[config.mk]
export PLATFORM = sky130hd
export DESIGN_NAME = data_wb_arbiter
export DESIGN_NICKNAME = d
export VERILOG_FILES = /design/src/rtl/data_wb_arb_pkg.sv /design/src/rtl/data_wb_arb_timer.sv /design/src/rtl/data_wb_arbiter.sv
export SDC_FILE = /design/constraint.sdc
export NUM_CORES = 1
export LEC_CHECK = 0
export CORE_AREA = 2 2 125 127
export CTS_BUF_LIST = sky130_fd_sc_hd__clkbuf_8
export CTS_CLUSTER_SIZE = 10
export DETAILED_ROUTE_END_ITERATION = 7
export DIE_AREA = 0 0 127 129
export GPL_TIMING_DRIVEN = 1
export PLACE_DENSITY = 0.61
export SETUP_SLACK_MARGIN = 0.2
export SLEW_MARGIN = 20
export SYNTH_ARGS = -nofsm -noshare
export SYNTH_HDL_FRONTEND = slang
export SYNTH_SLANG_ARGS = --single-unit
[constraint.sdc]
create_clock -name data_wb_clk_i -period 3.13 [get_ports data_wb_clk_i]
set_clock_uncertainty 0.15 [all_clocks]
set_input_delay 0.313 -clock data_wb_clk_i [delete_from_list [all_inputs] [get_ports data_wb_clk_i]]
set_output_delay 0.313 -clock data_wb_clk_i [all_outputs]
set_load 0.02 [all_outputs]
[src/rtl/data_wb_arb_pkg.sv]
// rtl/data_wb_arb_pkg.sv - shared state encoding and master indices for the data bus arbiter
package data_wb_arb_pkg;

    typedef enum logic [1:0] {
        IDLE  = 2'd0,
        OWN   = 2'd1,
        ABORT = 2'd2
    } arb_state_t;

    localparam logic M_CORE = 1'b0;
    localparam logic M_AUX  = 1'b1;

endpackage

[src/rtl/data_wb_arb_timer.sv]
// rtl/data_wb_arb_timer.sv - outstanding-access counter and bus watchdog for the data bus arbiter
module data_wb_arb_timer
    import data_wb_arb_pkg::*;
#(
    parameter int TIMEOUT_CYCLES = 255,
    parameter int OUTST_W        = 2
) (
    input  logic data_wb_clk_i,
    input  logic data_wb_rst_i,
    input  logic active,
    input  logic accept,
    input  logic resp,
    output logic expired,
    output logic full
);

    localparam logic [OUTST_W-1:0] OUTST_MAX  = '1;
    localparam logic [15:0]        TIMER_LAST = 16'(TIMEOUT_CYCLES - 1);

    logic [OUTST_W-1:0] outst;
    logic [15:0]        timer;
    logic               busy;

    assign busy    = (outst != '0);
    assign full    = (outst == OUTST_MAX);
    assign expired = active && busy && !resp && (timer == TIMER_LAST);

    // Any accept or response restarts the watchdog; it only counts silent cycles.
    always_ff @(posedge data_wb_clk_i or posedge data_wb_rst_i) begin
        if (data_wb_rst_i) begin
            outst <= '0;
            timer <= '0;
        end else if (!active || expired) begin
            outst <= '0;
            timer <= '0;
        end else begin
            if (accept && !resp && !full) begin
                outst <= outst + OUTST_W'(1);
            end else if (resp && !accept && busy) begin
                outst <= outst - OUTST_W'(1);
            end
            if (busy && !accept && !resp) begin
                timer <= timer + 16'd1;
            end else begin
                timer <= '0;
            end
        end
    end

endmodule

[src/rtl/data_wb_arbiter.sv]
// rtl/data_wb_arbiter.sv - round-robin two-master pipelined Wishbone arbiter with bus watchdog
module data_wb_arbiter
    import data_wb_arb_pkg::*;
#(
    parameter int TIMEOUT_CYCLES = 255,
    parameter int OUTST_W        = 2
) (
    input  logic        data_wb_clk_i,
    input  logic        data_wb_rst_i,
    input  logic        m0_cyc_i,
    input  logic        m0_stb_i,
    input  logic        m0_we_i,
    input  logic [31:0] m0_adr_i,
    input  logic [31:0] m0_dat_i,
    input  logic [3:0]  m0_sel_i,
    output logic        m0_stall_o,
    output logic        m0_ack_o,
    output logic        m0_err_o,
    output logic [31:0] m0_dat_o,
    input  logic        m1_cyc_i,
    input  logic        m1_stb_i,
    input  logic        m1_we_i,
    input  logic [31:0] m1_adr_i,
    input  logic [31:0] m1_dat_i,
    input  logic [3:0]  m1_sel_i,
    output logic        m1_stall_o,
    output logic        m1_ack_o,
    output logic        m1_err_o,
    output logic [31:0] m1_dat_o,
    output logic        s_cyc_o,
    output logic        s_stb_o,
    output logic        s_we_o,
    output logic [31:0] s_adr_o,
    output logic [31:0] s_dat_o,
    output logic [3:0]  s_sel_o,
    input  logic        s_stall_i,
    input  logic        s_ack_i,
    input  logic        s_err_i,
    input  logic [31:0] s_dat_i,
    output logic [1:0]  gnt_o,
    output logic        timeout_o
);

    arb_state_t state, state_n;
    logic       owner, owner_n;
    logic       last, last_n;
    logic       winner;
    logic       cur;
    logic       any_req;
    logic       cur_cyc, cur_stb, cur_we;
    logic [31:0] cur_adr, cur_dat;
    logic [3:0] cur_sel;
    logic       bus_on;
    logic       expired;
    logic       full;

    assign any_req = m0_cyc_i | m1_cyc_i;

    always_comb begin
        winner = M_CORE;
        if (m0_cyc_i && m1_cyc_i) begin
            winner = ~last;
        end else if (m1_cyc_i) begin
            winner = M_AUX;
        end
    end

    // In IDLE the winner is routed straight through so a grant costs no cycle.
    assign cur     = (state == IDLE) ? winner : owner;
    assign cur_cyc = cur ? m1_cyc_i : m0_cyc_i;
    assign cur_stb = cur ? m1_stb_i : m0_stb_i;
    assign cur_we  = cur ? m1_we_i  : m0_we_i;
    assign cur_adr = cur ? m1_adr_i : m0_adr_i;
    assign cur_dat = cur ? m1_dat_i : m0_dat_i;
    assign cur_sel = cur ? m1_sel_i : m0_sel_i;

    // Reset gates the bus combinationally so an asserted reset drops cyc at once.
    assign bus_on = !data_wb_rst_i && (state != ABORT) && cur_cyc;

    assign s_cyc_o   = bus_on;
    assign s_stb_o   = bus_on && cur_stb && !full;
    assign s_we_o    = bus_on && cur_we;
    assign s_adr_o   = bus_on ? cur_adr : '0;
    assign s_dat_o   = bus_on ? cur_dat : '0;
    assign s_sel_o   = bus_on ? cur_sel : '0;
    assign timeout_o = expired;

    data_wb_arb_timer #(
        .TIMEOUT_CYCLES (TIMEOUT_CYCLES),
        .OUTST_W        (OUTST_W)
    ) u_timer (
        .data_wb_clk_i (data_wb_clk_i),
        .data_wb_rst_i (data_wb_rst_i),
        .active        (bus_on),
        .accept        (s_stb_o && !s_stall_i),
        .resp          (s_ack_i || s_err_i),
        .expired       (expired),
        .full          (full)
    );

    always_comb begin
        m0_stall_o = 1'b1;
        m0_ack_o   = 1'b0;
        m0_err_o   = 1'b0;
        m0_dat_o   = '0;
        m1_stall_o = 1'b1;
        m1_ack_o   = 1'b0;
        m1_err_o   = 1'b0;
        m1_dat_o   = '0;
        if (bus_on) begin
            if (cur == M_CORE) begin
                m0_stall_o = s_stall_i || full;
                m0_ack_o   = s_ack_i;
                m0_err_o   = s_err_i || expired;
                m0_dat_o   = s_dat_i;
            end else begin
                m1_stall_o = s_stall_i || full;
                m1_ack_o   = s_ack_i;
                m1_err_o   = s_err_i || expired;
                m1_dat_o   = s_dat_i;
            end
        end
    end

    always_comb begin
        gnt_o = 2'b00;
        if (!data_wb_rst_i && (state != IDLE || any_req)) begin
            gnt_o[cur] = 1'b1;
        end
    end

    always_ff @(posedge data_wb_clk_i or posedge data_wb_rst_i) begin
        if (data_wb_rst_i) begin
            state <= IDLE;
            owner <= M_CORE;
            last  <= M_AUX;
        end else begin
            state <= state_n;
            owner <= owner_n;
            last  <= last_n;
        end
    end

    always_comb begin
        state_n = state;
        owner_n = owner;
        last_n  = last;
        case (state)
            IDLE: begin
                if (any_req) begin
                    state_n = OWN;
                    owner_n = winner;
                    last_n  = winner;
                end
            end
            OWN: begin
                if (!cur_cyc) begin
                    state_n = IDLE;
                end else if (expired) begin
                    state_n = ABORT;
                end
            end
            ABORT: begin
                if (!cur_cyc) begin
                    state_n = IDLE;
                end
            end
            default: state_n = IDLE;
        endcase
    end

endmodule

Yosys cells after proc, flatten, opt, wreduce, memory -nomap -nowiden:

Index checks and enable logic that the tools add are counted.

* register bits: 22
* input bits: 179

* add/subtract/negate cells: 3
* magnitude comparators: 2
* equality and inequality tests: 8
* mux-type cells: 41
* bitwise logic cells: 2
* reduce and logical (&&, ||, !) cells: 35

Operators by type and width (count)
* 32-bit 2-to-1 mux: 8
* 16-bit 2-to-1 mux: 2
* 1-bit 2-to-1 mux: 19
* 1-bit logical AND: 18
* 16-bit by 1-bit adder with 16-bit output (second input constant): 1
* 16-bit by 8-bit == test with 1-bit output (second input constant): 1
* 2-bit 2-to-1 mux: 8
* 4-bit 2-to-1 mux: 2
* 1-bit logical NOT: 6
* 2-bit inequality test (second input constant): 3
* 2-bit one-hot mux with 3 select lines: 1
* 1-bit logical OR: 5
* 2-bit == test (second input constant): 2
* 2-bit nonzero test: 2
* 3-bit inequality test (second input constant): 1
* 3-bit AND reduction: 1
* 3-bit nonzero test: 1
* 2-bit by 1-bit adder with 2-bit output (second input constant): 1
* 2-bit by 1-bit == test with 1-bit output (second input constant): 1
* 2-bit logical NOT: 1
* 1-bit by 2-bit < comparator with 1-bit output (second input constant): 1
* 2-bit AND reduction: 1
* 2-bit by 1-bit subtractor with 2-bit output (second input constant): 1
* 1-bit demux with 1-bit select: 1
* 3 further kinds: 3

Logic depth before layout (Yosys ltp):

* word-level depth: 14
* gate-level depth with buffers: 8

By module:

Synthesis repeated with hierarchy kept, for this count alone.

* cell total of the unflattened synthesis: 698
* area, all modules: 4665.7 sq um

Modules (own cells, without submodules)
* data_wb_arbiter: instances 1, cells an instance 597, area an instance 3638.5 sq um
* data_wb_arb_timer: instances 1, cells an instance 101, area an instance 1027.2 sq um

Least setup slack after synthesis:

No wires, ideal clock.

* path type: reg-to-output
* from: register u_timer.timer[12]
* to: output port m0_err_o
* arrival time: 2.349 ns
* required time: 2.667 ns
* setup slack: 0.318 ns
* cell stages (with the launch flop): 6
* cells stage by stage: dfrtp_1 -> or4_1 -> nor4_2 -> nor4b_4 -> nor2_1 -> nor3_1

* word-level cells in the longest chain between the ends: 5

RTL lines
* start, declared: line data_wb_arb_timer.sv:21 `logic [15:0] timer;`
* start signal, assigned: line data_wb_arb_timer.sv:43 `timer <= timer + 16'd1;`
* 16-bit by 8-bit == test with 1-bit output: line data_wb_arb_timer.sv:26 `assign expired = active && busy && !resp && (timer == TIMER_LAST);`
* 1-bit logical AND: line data_wb_arb_timer.sv:26
* named net timeout_o: line data_wb_arbiter.sv:41 `output logic timeout_o`
* 1-bit logical OR: line data_wb_arbiter.sv:114 `m0_err_o = s_err_i || expired;`
* 1-bit 2-to-1 mux: line data_wb_arbiter.sv:111 `if (cur == M_CORE) begin`
* 1-bit 2-to-1 mux: line data_wb_arbiter.sv:110 `if (bus_on) begin`
* end, declared: line data_wb_arbiter.sv:18 `output logic m0_err_o,`

The timed path passes the listed nets, and every way through them passes these cells.

Final worst setup path:

* from: input port m1_cyc_i
* to: output port s_adr_o[12]

* word-level cells in the longest chain between the ends: 6

RTL lines
* start, declared: line data_wb_arbiter.sv:20 `input logic m1_cyc_i,`
* 1-bit 2-to-1 mux or 1-bit logical AND (tied branches): line data_wb_arbiter.sv:63, data_wb_arbiter.sv:61
* 1-bit 2-to-1 mux: line data_wb_arbiter.sv:61 `if (m0_cyc_i && m1_cyc_i) begin`
* 1-bit 2-to-1 mux: line data_wb_arbiter.sv:69 `assign cur = (state == IDLE) ? winner : owner;`
* 1-bit 2-to-1 mux: line data_wb_arbiter.sv:70 `assign cur_cyc = cur ? m1_cyc_i : m0_cyc_i;`
* 1-bit logical AND: line data_wb_arbiter.sv:78 `assign bus_on = !data_wb_rst_i && (state != ABORT) && cur_cyc;`
* 32-bit 2-to-1 mux *: line data_wb_arbiter.sv:83 `assign s_adr_o = bus_on ? cur_adr : '0;`
* end, declared: line data_wb_arbiter.sv:33 `output logic [31:0] s_adr_o,`

Every way passes the cells marked *; elsewhere a longest branch is shown, timed or not.

==> impl_results.md <==
- Post-layout power: 3.303 mW
- Number of enable flip-flop cells after synthesis: 0
- Synthesized netlist cell count: 447
- DRT iter0 DRCs: 174
- H-tree levels: 1
- Global route hottest layer: met2
- Final hold viol count: 0
- Worst Hold Class: flop to flop
- Share of the synthesized area in the top cell type: 19.47%
- Biggest fanout along the worst timing path: 22
- Number of nets produced by synthesis: 628
- Ratio of final minimum period to clock period: 91.96%
- RePlAce Congestion: 0.8679
- Detail-routed net length per standard cell: 17.42 um
- Maximum number of pins on one net before global-route repair: 75
- Die Span Y: 129 um
- Most numerous cell types in the synthesized netlist: 142 x sky130_fd_sc_hd__nand2_1, 72 x sky130_fd_sc_hd__a21oi_1, 67 x sky130_fd_sc_hd__and3_1
- Synthesis-stage register bit count: 22
- Worst R2R Path Depth: 5
- Prevailing post-synth register cell: sky130_fd_sc_hd__dfrtp_1
- Synth async-reset ratio: 100.0%
- Number of setup violations in the final report: 0
- Total global-route track usage: 18.45%
- Full die area: 16380 um^2
- Number of antenna-violating nets in the routed design: 0
- Synth area leaders: sky130_fd_sc_hd__nand2_1 19%, sky130_fd_sc_hd__dfrtp_1 19%, sky130_fd_sc_hd__and3_1 15%
- Die width: 127 um
- Number of remaining DRC errors: 0
- Wire length after detailed routing: 16.67 mm
- Ys Warns: 0
- Switching share of power: 52.04%
- Standard cell area after detailed placement: 6390 um^2
- Number of buffers created by CTS: 3
- Core area: 14980 um^2
- Mean instance size in the synthesized netlist: 6.124 um^2
- Nets@finish: 951
- CTS tree: built
- Crit path capture type: primary output
- Worst Path Class, Setup: primary input to primary output
- Number of cells on the worst hold path: 1
- Buffer type at the clock tree root: sky130_fd_sc_hd__clkbuf_8
- Met2 track utilization from global routing: 32.45%
- Mean number of vias per cell: 4.517
- Internal cell power: 1.584 mW
- Post-synth cell types: 44
- Slew Limit Fails: 0
- Insertion delay to the later sink of the worst-skew pair: 0.26 ns
- Clock-pin slew of the registers on the worst-case setup and hold paths: 0.08 ns
- Detailed-router iteration count before antenna repair: 4
- Starting density of the core: 18.28%
- Routing usage on met3: 6.570%
- Launching element type of the critical path: primary input
- Initial antenna violation count: 0
- Met1 track utilization from global routing: 22.11%
- Share of the core filled with cells in the final layout: 41.63%
- Wire length of the first global-routing pass: 23.84 mm
- Register-to-register setup slack: 0.66 ns
- Part of the power in combinational logic: 83.7%
- Cell Count, Final, Fillers Out: 957
- Area of the mapped netlist: 2738 um^2
- Dpl hpwl: 12.80 mm
- Lkg Pwr: 3.178 nW
- Unrepaired setup endpoints after global routing: true
- Cell area after layout: 6235 um^2
- Worst-case hold slack: 0.3726 ns
- Clk pwr share: 6.3%
- Status: finished clean
- Max Freq: 347.4 MHz
- DR vias: 4323
- VDD IR max: 0.2455 mV
- Inserted Diodes: 0
- CTS sink cnt: 22
- Slew at the pin closest to its max-slew limit: 0.9243 ns
- Row count: 45
- Vias in the first global route: 4191
- Area growth, synth to finish: 127.7%
- Setup ws final: 0.2517 ns
- Place WS: -0.02394 ns
- Overflow left after global routing: 0
- Worst max-slew margin expressed relative to the limit: 38.31%
- Power per unit of standard cell area: 529.8 nW/um^2
- Port Buf Inserts: 322
- Sequential area share after synthesis: 20.16%
- Filler Cells Inserted: 1599
- Hold buffers post-CTS: 0
- Net switching power: 1.719 mW
- Layout cells sized above 1: 12.48%
- IO Pins: 323
- Inst Count DP: 950
- Minimum period implied by the final worst setup slack: 2.878 ns
- Max-capacitance violation count: 0
- Max Buffers Root-to-Sink: 2
- Flop pwr share: 10.0%
- Required time at the endpoint of the critical path: 2.67 ns
- Worst path arrival time: 2.42 ns
- Sum of negative setup slack: 0 ns
- Cell with the most instances after synthesis: sky130_fd_sc_hd__nand2_1
- Largest area contributor in the synthesized netlist: sky130_fd_sc_hd__nand2_1
==> layer usage <==
| metal | up-vias | routed length (um) |
|---|---|---|
| met5 | - | 0 |
| li1 | 2173 | - |
| met3 | 12 | 1680 |
| met4 | 0 | 174 |
| met2 | 209 | 8019 |
| met1 | 1929 | 6796 |
==> placed cells by master (no fill, tap or decap), types with 8 or more instances in the layout <==
cell type,instances
sky130_fd_sc_hd__clkdlybuf4s50_1,178
sky130_fd_sc_hd__nand2_1,142
sky130_fd_sc_hd__dlygate4sd2_1,78
sky130_fd_sc_hd__a21oi_1,71
sky130_fd_sc_hd__and3_1,67
sky130_fd_sc_hd__clkbuf_2,39
sky130_fd_sc_hd__buf_4,30
sky130_fd_sc_hd__nor2_1,23
sky130_fd_sc_hd__clkdlybuf4s15_1,21
sky130_fd_sc_hd__dfrtp_1,20
sky130_fd_sc_hd__xor2_1,11
sky130_fd_sc_hd__nand3_1,10
sky130_fd_sc_hd__buf_12,8
==> power groups by stage <==
stage / clock [mW] / combinational [mW] / sequential (mW)
floorplan: 0 / 1.41 / 0.324
global placement: 0 / 2.93 / 0.333
detailed placement: 0 / 2.91 / 0.333
CTS: 0.217 / 2.78 / 0.327
global route: 0.230 / 2.99 / 0.334
finish: 0.209 / 2.76 / 0.329
==> worst max-delay path, stage by stage <==
cell and delay, ns:
sky130_fd_sc_hd__clkdlybuf4s50_1 0.44, sky130_fd_sc_hd__buf_4 0.16, sky130_fd_sc_hd__a21boi_1 0.13, sky130_fd_sc_hd__buf_4 0.15, sky130_fd_sc_hd__mux2i_4 0.25, sky130_fd_sc_hd__bufbuf_16 0.37
sky130_fd_sc_hd__nand2_1 0.06, sky130_fd_sc_hd__a21oi_1 0.22, sky130_fd_sc_hd__clkdlybuf4s15_2 0.30
==> final timing paths <==
path | start | to
min in group asynchronous | data_wb_rst_i | state[1]
min reg2reg | u_timer.timer[0] | u_timer.timer[0]
max in group asynchronous | data_wb_rst_i | state[0]
min | u_timer.timer[0] | u_timer.timer[0]
max reg2reg | state[0] | u_timer.timer[11]
max | m1_cyc_i | s_adr_o[12]
==> registers in the layout, summed over array words and instances (netlist names) <==
name	count
u_timer.timer	16
u_timer.outst	2
owner	1
last	1
state	2
==> cell type report <==
type	count	area, um^2	area share [%]
sequential	22	553.0	8.870
timing repair buffer	358	3337	53.52
clock buffer	4	55.05	0.8830
inverter	5	18.77	0.3010
multi-input combinational	380	2036	32.65
tap	188	235.2	3.773
==> kinds of logic after synthesis <==
family	Yosys count	synth area share (%)
and+or+nand+nor	271	48.36
AOI/OAI and AO/OA	89	18.01
buffers and inverters	45	6.536
DFF	22	20.16
xor gates and xnor gates	14	4.479
muxes	4	1.554
adders and majority gates	2	0.9139
==> timing repair <==
action,in CTS,in global routing
endpoints found under the setup margin,138,123
gates resized for setup,144,105
gates cloned,1,1
buffers inserted,1,0
No activity file was read; power rests on OpenSTA's default activity.
